File: src/rtl/puf_challenge_sequencer.sv
// puf_challenge_sequencer
//   Control stage around the PUF challenge LFSR. Seeds and steps the LFSR, presents
//   each LFSR state as a challenge to the RO-pair compare array, collects one
//   response bit per challenge and packs RESP_BITS bits (first bit in MSB) into a
//   word handed downstream with valid/ready. Flags timeouts, an illegal
//   (lock-up) seed and LFSR sequence wrap.
//
// Ports
//   clk, rst_n          clock, async active-low reset
//   start, seed         run request (ignored while busy) and LFSR seed
//   busy, done          run in progress / 1-cycle end-of-run pulse
//   err, wrap           sticky status, cleared by the next accepted start
//   lfsr_en             LFSR enable
//   lfsr_seed_dv        LFSR seed load strobe
//   lfsr_seed           latched seed to the LFSR
//   lfsr_out            current LFSR state
//   lfsr_done           LFSR state equals its seed
//   chal, chal_valid    challenge to the RO array and its 1-cycle strobe
//   resp_valid, resp_bit  response strobe and bit from the RO array
//   resp_word, resp_word_valid, resp_word_ready  packed output handshake
//
// state | meaning
// ------+---------------------------------------------------------------
// IDLE  | waiting for start
// SEED  | load latched seed into the LFSR
// STEP  | advance the LFSR one state
// ISSUE | strobe the challenge, note wrap if the LFSR is back at its seed
// WAIT  | wait for the response bit, bounded by EVAL_TIMEOUT cycles
// OUT   | present the packed word until accepted
// DONE  | one-cycle done pulse

module puf_challenge_sequencer #(
  parameter int WIDTH        = 8,
  parameter int RESP_BITS    = 32,
  parameter int EVAL_TIMEOUT = 1024
) (
  input  logic                 clk,
  input  logic                 rst_n,
  input  logic                 start,
  input  logic [WIDTH-1:0]     seed,
  output logic                 busy,
  output logic                 done,
  output logic                 err,
  output logic                 wrap,
  output logic                 lfsr_en,
  output logic                 lfsr_seed_dv,
  output logic [WIDTH-1:0]     lfsr_seed,
  input  logic [WIDTH-1:0]     lfsr_out,
  input  logic                 lfsr_done,
  output logic [WIDTH-1:0]     chal,
  output logic                 chal_valid,
  input  logic                 resp_valid,
  input  logic                 resp_bit,
  output logic [RESP_BITS-1:0] resp_word,
  output logic                 resp_word_valid,
  input  logic                 resp_word_ready
);

  localparam int BCW = $clog2(RESP_BITS + 1);
  localparam int TCW = $clog2(EVAL_TIMEOUT + 1);
  localparam int SRW = RESP_BITS - 1;
  localparam logic [BCW-1:0] BIT_LAST = BCW'(RESP_BITS - 1);
  localparam logic [TCW-1:0] TO_LAST  = TCW'(EVAL_TIMEOUT - 1);

  typedef enum logic [2:0] {
    S_IDLE,
    S_SEED,
    S_STEP,
    S_ISSUE,
    S_WAIT,
    S_OUT,
    S_DONE
  } state_t;

  state_t         state;
  logic [BCW-1:0] bit_cnt;
  logic [TCW-1:0] to_cnt;
  // Only the first RESP_BITS-1 bits need holding; the last bit goes straight
  // into resp_word together with them.
  logic [SRW-1:0] sr;

  // The LFSR has already advanced when ISSUE is entered and is frozen through
  // WAIT, so the challenge is taken directly from its output.
  assign chal = ((state == S_ISSUE) || (state == S_WAIT)) ? lfsr_out : '0;

  always_ff @(posedge clk or negedge rst_n) begin
    if (!rst_n) begin
      state           <= S_IDLE;
      busy            <= 1'b0;
      done            <= 1'b0;
      err             <= 1'b0;
      wrap            <= 1'b0;
      lfsr_en         <= 1'b0;
      lfsr_seed_dv    <= 1'b0;
      lfsr_seed       <= '0;
      chal_valid      <= 1'b0;
      resp_word       <= '0;
      resp_word_valid <= 1'b0;
      bit_cnt         <= '0;
      to_cnt          <= '0;
      sr              <= '0;
    end else begin
      done <= 1'b0;
      case (state)
        S_IDLE: begin
          if (start) begin
            lfsr_seed <= seed;
            err       <= 1'b0;
            wrap      <= 1'b0;
            bit_cnt   <= '0;
            to_cnt    <= '0;
            sr        <= '0;
            // All-ones is the XNOR LFSR lock-up state: reject without stepping.
            if (&seed) begin
              err   <= 1'b1;
              done  <= 1'b1;
              state <= S_DONE;
            end else begin
              busy         <= 1'b1;
              lfsr_en      <= 1'b1;
              lfsr_seed_dv <= 1'b1;
              state        <= S_SEED;
            end
          end
        end
        S_SEED: begin
          lfsr_seed_dv <= 1'b0;
          state        <= S_STEP;
        end
        S_STEP: begin
          lfsr_en    <= 1'b0;
          chal_valid <= 1'b1;
          state      <= S_ISSUE;
        end
        S_ISSUE: begin
          chal_valid <= 1'b0;
          to_cnt     <= '0;
          if (lfsr_done) wrap <= 1'b1;
          state <= S_WAIT;
        end
        S_WAIT: begin
          // A response on the final timeout cycle still counts.
          if (resp_valid) begin
            sr      <= SRW'({sr, resp_bit});
            bit_cnt <= bit_cnt + BCW'(1);
            if (bit_cnt == BIT_LAST) begin
              resp_word       <= {sr, resp_bit};
              resp_word_valid <= 1'b1;
              state           <= S_OUT;
            end else begin
              lfsr_en <= 1'b1;
              state   <= S_STEP;
            end
          end else if (to_cnt == TO_LAST) begin
            err   <= 1'b1;
            busy  <= 1'b0;
            done  <= 1'b1;
            state <= S_DONE;
          end else begin
            to_cnt <= to_cnt + TCW'(1);
          end
        end
        S_OUT: begin
          if (resp_word_ready) begin
            resp_word_valid <= 1'b0;
            busy            <= 1'b0;
            done            <= 1'b1;
            state           <= S_DONE;
          end
        end
        S_DONE: begin
          state <= S_IDLE;
        end
        default: begin
          state <= S_IDLE;
        end
      endcase
    end
  end

endmodule
File: config.mk
export PLATFORM = sky130hd
export DESIGN_NAME = puf_challenge_sequencer
export DESIGN_NICKNAME = d
export VERILOG_FILES = /design/src/rtl/puf_challenge_sequencer.sv
export SDC_FILE = /design/constraint.sdc
export NUM_CORES = 1
export LEC_CHECK = 0
export ABC_AREA = 0
export CAP_MARGIN = 25
export CORE_AREA = 2 2 115 117
export CTS_BUF_LIST = sky130_fd_sc_hd__clkbuf_4 sky130_fd_sc_hd__clkbuf_8
export CTS_CLUSTER_DIAMETER = 30
export DETAILED_ROUTE_END_ITERATION = 10
export DIE_AREA = 0 0 117 119
export GPL_ROUTABILITY_DRIVEN = 0
export PLACE_DENSITY_LB_ADDON = 0.05
export SKIP_LAST_GASP = 1
export SYNTH_ARGS = -nofsm -noshare
export SYNTH_HDL_FRONTEND = slang
export SYNTH_SLANG_ARGS = --single-unit
File: constraint.sdc
create_clock -name clk -period 5.08 [get_ports clk]
set_clock_uncertainty 0.15 [all_clocks]
set_input_delay 1.016 -clock clk [delete_from_list [all_inputs] [get_ports clk]]
set_output_delay 1.016 -clock clk [all_outputs]
set_load 0.01 [all_outputs]
Word level (Yosys, flattened, before mapping)
Cells that the tools add are included.

Output and inout port bits: 56. Logic and storage cells: 101. Bits in registers: 99. Bits of input ports: 23.

Muxes and demuxes: 45. Add/sub/neg operators: 2. Equality and inequality tests: 18. Reductions and logical operators: 22.

Operators with widths (count): $mux W31 (2); $pmux W31 S2 (1); $mux W11 (3); $pmux W11 S3 (1); $mux W1 (19); $mux W3 (6); $pmux W3 S6 (1); $ne A2 B2 Y1 const B (8); $reduce_and A3 Y1 (5); $mux W6 (2); $pmux W6 S2 (1); $reduce_and A4 Y1 (3); $add A11 B1 Y11 const B (1); $eq A11 B10 Y1 const B (1); $pmux W1 S2 (5); $reduce_bool A2 Y1 (5); $pmux W1 S3 (3); $reduce_bool A3 Y1 (3); $mux W8 (1); $reduce_and A8 Y1 (1); $add A6 B1 Y6 const B (1); $eq A3 B2 Y1 const B (2); $eq A3 B3 Y1 const B (2); $eq A6 B5 Y1 const B (1); other kinds (8) (9).

Logic depth before layout (Yosys ltp)
Gate-level depths: netlist of run 1.

Depth in word-level cells: 4. Mapped depth: 7. Depth with buffers taken out: 5.

Least setup slack after synthesis of run 1
No wires, ideal clock.

Path kind: reg2out. Start: register state[0]. End: output chal[0]. Buffers on the path: 1. Required time: 3.914 ns. Cell stages (with the launch flop): 5. Setup slack: 2.697 ns. Arrival: 1.217 ns. Cells stage by stage: dfrtp_1 > buf_6 > nand2_1 > o21ai_0 > and2_1.

Longest elaborated chain between the ends: 3. Elaborated cells between the ends (all ways): 4. Those cells by class: eq/ne (2); mux (1); reduce/logical (1).

Ends and longest elaborated chain: start: declaration (RTL line 75) `state_t state;`; start signal: assignment (RTL line 88) `state <= S_IDLE;`; start signal: assignment (RTL line 117) `state <= S_DONE;`; start signal: assignment (RTL line 122) `state <= S_SEED;`; $eq A3 B2 Y1 / $eq A3 B3 Y1 (equally long branches) (RTL line 84) `assign chal = ((state == S_ISSUE) || (state == S_WAIT)) ? lfsr_out : '0;`; $logic_or A1 B1 Y1 * (RTL line 84); $mux W8 * (RTL line 84); end: declaration (RTL line 50) `output logic [WIDTH-1:0] chal,`.

Every way passes the cells marked *; elsewhere a longest branch is shown, timed or not.

Worst setup path after layout of run 1
Start: register state[1]. End: output chal[5].

The elaborated chain is that of the path after synthesis.

==> out/metrics.cfg, run 1 <==
[placement]
dp_cells=650
placed_cell_area_um2=5300
dp_hpwl_um=6150
io_buffers=78

[cts]
clock_latency_ns=0.36
cts_resized=0
postCtsSetupBuffers=0
cts_tree=done
cts_sinks=99
cts_buffer_depth=2
clk_pin_slew_ns=0.10
numCtsBuffers=9
cts_root_buf=clkbuf_8
htree_levels=3
cts_hold_buf=0

[routing]
drt_iter0_drc=143
finalWirelength_um=9190
via_per_inst=4.87
drcViolationCount=0
drtAntennaViolNets=0
wl_per_cell_um=13.8
vias=3246
drt-pass1-iter-count=4

[worst_setup_path]
reg2reg_depth=4
r2r_end=resp_word[10]
cp-end-kind=output port
cp_num_cells=4
crit_fanout=17
critPathLaunch=state[1]
reg2reg_from=state[2]
crit_chain=nand2_1 -> o21ai_0 -> and2_1 -> clkdlybuf4s50_1
cp-start-kind=flip-flop
path_class=flip-flop to output port
cp-endpoint=chal[5]
cpPeakStageDelay_ns=0.77
cp.arrival_ns=2.59
slowest_stage=dfrtp_1
path_buf_inv=1
reg2reg_slack_ns=2.45
crit_required_ns=3.91
crit_family=flip-flops

[timing]
max_freq_ghz=0.266
worst_pin_slew_ns=0.856
hold_violations=0
setup-tns-final_ns=0
layout_worst_path_cycle_share_pct=74.0
rsz0062_at_grt=false
finalMaxSlewViolations=0
period_needed_ns=3.76
setup_viol=0
slew_headroom_pct=42.8

[floorplanning]
dieArea_um2=13900
core_area_um2=12900
die_x_um=117
dieHeight_um=119
rows=42
start_util_pct=34.0
io-pin-count=79

[power_and_ir_drop]
p_sw_uw=745
internal_power_mw=1.39
power_frac_comb_pct=30.7
swShare_pct=34.8
powerDensity_nw_per_um2=388
power_frac_seq_pct=46.3
clockPowerShare_pct=23.1
leakage_nw=2.45
vdd_drop_max_v=0.000191

[logic_synthesis]
synth_cell_types=54
ys_seq_area_share_pct=56.6
synth-seq-cells=99
async_flop_share_pct=100
synthFlopType=dfrtp_1
netlist_area_um2=4380
syn-num-nets=438
synth_edf_count=0
avgSynthCellArea_um2=10.6
synth.area.top_cells=dfrtp_1, nand2_1, mux2_1, o21ai_0, and2_1
synth_cells=413
synth.top_cell.area_share_pct=56.6
yosysWarnings=0
yosysTopAreaCell=dfrtp_1

[final_layout]
layout.nets=511
layout.cells.non_filler=667
fillers=1261
layout.area.seq_um2=2480
layout_common_cells=nand2_1, dfrtp_1, clkdlybuf4s50_1, o21ai_0, mux2_1
multi_input_area_um2=1780
final_common_cell=nand2_1
final_cell_area_um2=5510
drive_gt1_share_pct=7.74
antenna_cells=0
area_delta_synth_final_pct=26.0

[global_routing]
grt_pass1_wl_um=15900
grt_usage_pct=14.4
grt_pass1_vias=3194
antenna_found_initial=0
grt_max_degree=67
grt-ovfl-total=0

[min_path]
hold_path_class=flip-flop to flip-flop
whs_path_depth=2

[run_status]
outcome=complete, no violations

[job]
maxCapViolCount=0

==> area by class of cell <==
type,count,share of cell area (%)
flip-flops and latches,99,44.9
multi-input cells,290,32.3
repair buffers,82,15.0
well taps,176,3.99
clock buffers,12,2.88
clock inverters,4,0.590
inverters,4,0.272
==> power by group through the flow <==
stage / combinational [mW] / clock, mW / sequential [mW]
final: 0.656 / 0.494 / 0.990
after global routing: 0.734 / 0.549 / 1.01
after CTS: 0.654 / 0.518 / 0.987
after detailed placement: 0.649 / 0 / 0.999
after global placement: 0.646 / 0 / 1.00
after floorplan: 0.420 / 0 / 0.966
==> stage by stage <==
| step | power [mW] | hold WS, ns | worst slack, ns | utilization [%] |
|---|---|---|---|---|
| floorplan | 1.39 | 0.308 | 2.70 | - |
| global placement | 1.65 | 0.312 | 1.59 | 41.1 |
| detailed placement | 1.65 | 0.311 | 1.58 | 41.1 |
| CTS | 2.16 | 0.340 | 1.26 | 42.6 |
| global route | 2.29 | 0.364 | 1.07 | 42.8 |
| finish | 2.14 | 0.334 | 1.32 | 42.8 |
==> routing by layer <==
layer | part of all wire [%] | global-route usage (%)
met1 | 50 | 21.0
met2 | 43 | 20.5
met3 | 5.0 | 3.51
met4 | 1.8 | 5.81
met5 | 0 | 0
==> synthesized netlist by cell type (all sizes together) (2+ instances only) <==
master / count
nand2: 105
o211ai: 3
buf: 15
or3: 3
and4b: 2
nor4: 2
inv: 4
dfrtp: 99
nor4b: 2
and2: 10
a31oi: 9
nor2: 10
o21ai: 40
ha: 2
nor2b: 5
and3: 7
nand3: 8
or2: 2
clkbuf: 5
nand4: 5
or3b: 2
o21a: 4
mux2: 33
a21oi: 4
o31ai: 2
o31a: 3
a21o: 3
nor3: 6
xor2: 4
a21boi: 2
==> worst min path at each step <==
stage,start,to,slack [ns]
after floorplan,sr[30],resp_word[31],0.31
after global placement,lfsr_seed[1],lfsr_seed[1],0.31
after detailed placement,lfsr_seed[3],lfsr_seed[3],0.31
after CTS,resp_word_valid,resp_word_valid,0.34
after global routing,lfsr_seed[4],lfsr_seed[4],0.36
final,lfsr_seed[5],lfsr_seed[5],0.33
==> tightest hold or removal path, delay by kind of cell (launching register included) <==
kind | cells | cell delay, ns
DFF | 1 | 0.36
and+or+nand+nor | 2 | 0.10
==> registers in the layout, summed over array words and instances (netlist names), 3 cells and up <==
name / count
lfsr_seed: 8
to_cnt: 11
bit_cnt: 6
state: 3
sr: 31
resp_word: 32
==> kinds of logic (layout without fill, tap and decap cells) <==
logic type,after synthesis,after routing,synth area share [%]
muxes,33,33,8.49
adders and majority gates,2,2,0.572
AOI/OAI and AO/OA,81,81,12.0
DFF,99,99,56.6
xor gates and xnor gates,4,4,0.800
buffers and inverters,24,102,2.71
and+or+nand+nor,170,170,18.9
No activity file was read; power rests on OpenSTA's default activity.
==> run 2: changes to the inputs <==
Clock period 5.08 ns to 3.3 ns, I/O delays scaled along.
==> out/metrics.cfg, run 2 (same netlist as run 1, synthesis figures left out) <==
[run_status]
outcome=complete, no violations

[job]
maxCapViolCount=0

[timing]
rsz0062_at_grt=false
setup_slack_ns=0.284
finalMaxSlewViolations=0
hold_violations=0
layout_worst_path_cycle_share_pct=91.4
setup-tns-final_ns=0
worst_pin_slew_ns=0.857
setup_viol=0
slew_headroom_pct=42.8
max_freq_ghz=0.332
period_needed_ns=3.02

[power_and_ir_drop]
power_frac_seq_pct=43.9
vdd_drop_max_v=0.000274
powerDensity_nw_per_um2=604
internal_power_mw=2.21
clockPowerShare_pct=23.6
power_frac_comb_pct=32.5
swShare_pct=34.0
p_sw_mw=1.14
leakage_nw=2.48

[worst_setup_path]
cpPeakStageDelay_ns=0.53
crit_required_ns=2.49
cp.arrival_ns=2.21
cp-start-kind=flip-flop
reg2reg_slack_ns=0.97
reg2reg_depth=4
path_class=flip-flop to output port
reg2reg_from=state[1]
crit_fanout=8
r2r_end=resp_word[18]
critPathLaunch=state[1]
cp-end-kind=output port
slowest_stage=clkdlybuf4s50_1
crit_chain=nand2_1 -> o21ai_0 -> and2_1 -> clkdlybuf4s50_1

[global_routing]
antenna_found_initial=0
grt_pass1_wl_um=15700
grt-ovfl-total=0
grt_pass1_vias=3214
grt_max_degree=100
grt_usage_pct=14.3

[routing]
drt-pass1-iter-count=4
wl_per_cell_um=14.1
via_per_inst=4.89
drtAntennaViolNets=0
finalWirelength_um=9470
vias=3278
drt_iter0_drc=192
drcViolationCount=0

[cts]
clk_pin_slew_ns=0.10
postCtsSetupBuffers=0
clock_latency_ns=0.36
cts_hold_buf=0
cts_root_buf=clkbuf_8
cts_resized=0
cts_tree=done
htree_levels=3
numCtsBuffers=9
cts_sinks=99
cts_buffer_depth=2

[min_path]
hold_path_class=primary input to asynchronous set/reset pin

[final_layout]
fin_util_pct=43.1
layout_common_cells=nand2_1, dfrtp_1, clkdlybuf4s50_1, o21ai_0, mux2_1
layout.nets=516
antenna_cells=0
largest_register_ffs=32
final_cell_area_um2=5550
top_register=resp_word
area_delta_synth_final_pct=26.8
drive_gt1_share_pct=8.48
layout.cells.non_filler=671
final_common_cell=nand2_1
reg_top3=resp_word: 32 flops, sr: 31 flops, to_cnt: 11 flops

[floorplanning]
start_util_pct=34.0
core_area_um2=12900
dieArea_um2=13900
io-pin-count=79
die_x_um=117
rows=42
dieHeight_um=119

[placement]
placed_cell_area_um2=5350
dp_hpwl_um=6370
place_ws_ns=0.413
io_buffers=78
dp_cells=656

[run 2: changes by cell type in the layout (fill, tap and decap cells not counted)]
cell,delta
buf_12,+1
buf_16,-1
buf_4,+5
bufinv_16,+1
clkbuf_8,-1
clkinv_2,+1
clkinvlp_4,-1
inv_6,-1
[run 2: per-layer routing]
metal	up-vias	GRT usage, %	wire length, µm
met4	0	6.54	187
met2	85	21.9	4160
met1	1582	19.6	4670
met5	-	0	0
met3	15	2.80	440
li1	1596	-	-
[run 2: metrics by stage]
| stage | power, mW | hold WS (ns) |
|---|---|---|
| floorplan | 2.13 | 0.214 |
| global placement | 2.58 | 0.311 |
| detailed placement | 2.59 | 0.316 |
| CTS | 3.40 | 0.209 |
| global route | 3.57 | 0.233 |
| finish | 3.35 | 0.180 |
[run 2: cell type report]
cell class | instances | area [µm²]
Fill cell | 1249 | 7330
Sequential cell | 99 | 2480
Multi-Input combinational cell | 290 | 1780
Timing Repair Buffer | 87 | 858
Tap cell | 176 | 220
Clock buffer | 11 | 145
Clock inverter | 4 | 51.3
Inverter | 4 | 15.0
[run 2: worst max-delay path by stage]
stage | to | slack [ns] | cells past startpoint
floorplan | chal[0] | 1.27 | 4
global placement | resp_word[12] | 0.45 | 4
detailed placement | resp_word[18] | 0.41 | 4
CTS | chal[5] | 0.23 | 4
global route | chal[6] | 0.11 | 4
finish | chal[5] | 0.28 | 4
[run 2: power groups by stage]
stage / Sequential (mW) / Clock [mW] / Combinational, mW
finish: 1.47 / 0.791 / 1.09
global route: 1.49 / 0.865 / 1.21
CTS: 1.47 / 0.827 / 1.11
detailed placement: 1.49 / 0 / 1.10
global placement: 1.49 / 0 / 1.09
floorplan: 1.49 / 0 / 0.647
[run 2: worst max-delay path, delay by kind of cell (launching register included)]
| family | cells | cell delay [ns] |
|---|---|---|
| buffers and inverters | 1 | 0.53 |
| AO/OA/AOI/OAI | 1 | 0.51 |
| flip-flops | 1 | 0.46 |
| AND/OR/NAND/NOR | 2 | 0.34 |
==> run 3: changes to the inputs <==
Settings changed: DONT_BUFFER_PORTS set to 1.
==> out/metrics.cfg, run 3 (same netlist as run 1, synthesis figures left out) <==
[worst_setup_path]
crit_required_ns=2.49
crit_fanout=17
crit_family=flip-flops
cp-start-kind=flip-flop
crit_chain=nand2_1 -> o21ai_0 -> and2_1
path_class=flip-flop to output port
path_buf_inv=0
reg2reg_slack_ns=0.93
r2r_end=resp_word[9]
reg2reg_from=state[2]
reg2reg_depth=3
cpPeakStageDelay_ns=0.75
critPathLaunch=state[1]
slowest_stage=dfrtp_1
cp-end-kind=output port
cp.arrival_ns=2.05

[timing]
setup_viol=0
worst_hold_slack_ns=0.0550
slew_headroom_pct=42.2
worst_pin_slew_ns=0.865
setup-tns-final_ns=0
hold_violations=0
period_needed_ns=2.86
finalMaxSlewViolations=0
max_freq_ghz=0.349
rsz0062_at_grt=false
layout_worst_path_cycle_share_pct=86.7

[cts]
clock_latency_ns=0.37
cts_tree=done
clk_pin_slew_ns=0.10
cts_sinks=99
htree_levels=3
cts_hold_buf=1
cts_root_buf=clkbuf_8
cts_buffer_depth=2
postCtsSetupBuffers=0
cts_resized=0
numCtsBuffers=9

[job]
maxCapViolCount=0

[final_layout]
layout.cells.non_filler=590
final_common_cell=nand2_1
largest_register_ffs=32
layout.nets=434
layout_common_cells=nand2_1, dfrtp_1, o21ai_0, mux2_1, clkbuf_8
area_delta_synth_final_pct=9.77
reg_top3=resp_word: 32 flops, sr: 31 flops, to_cnt: 11 flops
drive_gt1_share_pct=9.18
top_register=resp_word
antenna_cells=0

[floorplanning]
io-pin-count=79
dieArea_um2=13900
dieHeight_um=119
die_x_um=117
start_util_pct=34.0
core_area_um2=12900
rows=42

[global_routing]
grt_pass1_vias=2960
grt_pass1_wl_um=15700
antenna_found_initial=0
grt_max_degree=100
grt_usage_pct=14.4
grt-ovfl-total=0

[power_and_ir_drop]
vdd_drop_max_v=0.000264
powerDensity_nw_per_um2=667
total_power_mw=3.21
leakage_nw=2.21

[routing]
drt_iter0_drc=233
finalWirelength_um=9320
via_per_inst=5.00
wl_per_cell_um=15.8
vias=2948
drtAntennaViolNets=0
drcViolationCount=0
drt-pass1-iter-count=4

[min_path]
hold_path_class=primary input to asynchronous set/reset pin

[placement]
dp_hpwl_um=5910
io_buffers=0
dp_cells=572

[run_status]
outcome=complete, no violations

==> run 3: worst max path at each step <==
| stage | endpoint | cells past startpoint | slack [ns] |
|---|---|---|---|
| 2_1_floorplan | chal[0] | 4 | 1.27 |
| 3_3_place_gp | chal[4] | 3 | 0.92 |
| 3_5_place_dp | chal[3] | 3 | 0.81 |
| 4_1_cts | chal[3] | 3 | 0.39 |
| 5_1_grt | chal[2] | 3 | 0.20 |
| 6_report | chal[3] | 3 | 0.44 |
==> run 3: cell type report <==
| cell class | instances | area, µm² |
|---|---|---|
| Clock buffer | 11 | 151 |
| Clock inverter | 5 | 82.6 |
| Fill cell | 1298 | 8070 |
| Inverter | 4 | 15.0 |
| Multi-Input combinational cell | 290 | 1780 |
| Sequential cell | 99 | 2480 |
| Tap cell | 176 | 220 |
| Timing Repair Buffer | 5 | 77.6 |
==> run 3: report_power, final <==
group | internal [mW] | switching [mW] | total [mW]
logic | 0.279 | 0.457 | 0.737
clock network | 0.472 | 0.431 | 0.903
registers | 1.35 | 0.221 | 1.57
==> run 3: routing by layer <==
metal	track usage [%]	vias up	routed length (µm)
li1	-	1428	-
met1	20.5	1420	4480
met2	20.7	88	4180
met3	4.17	12	543
met4	5.59	0	119
met5	0	-	0
==> run 3: metrics by stage <==
stage	util, %	instance area [µm²]	worst slack [ns]
6_report	37.3	4810	0.438
5_1_grt	37.3	4810	0.196
4_1_cts	37.1	4780	0.388
3_5_place_dp	35.1	4520	0.815
3_3_place_gp	35.1	4520	0.919
2_1_floorplan	-	4380	1.27
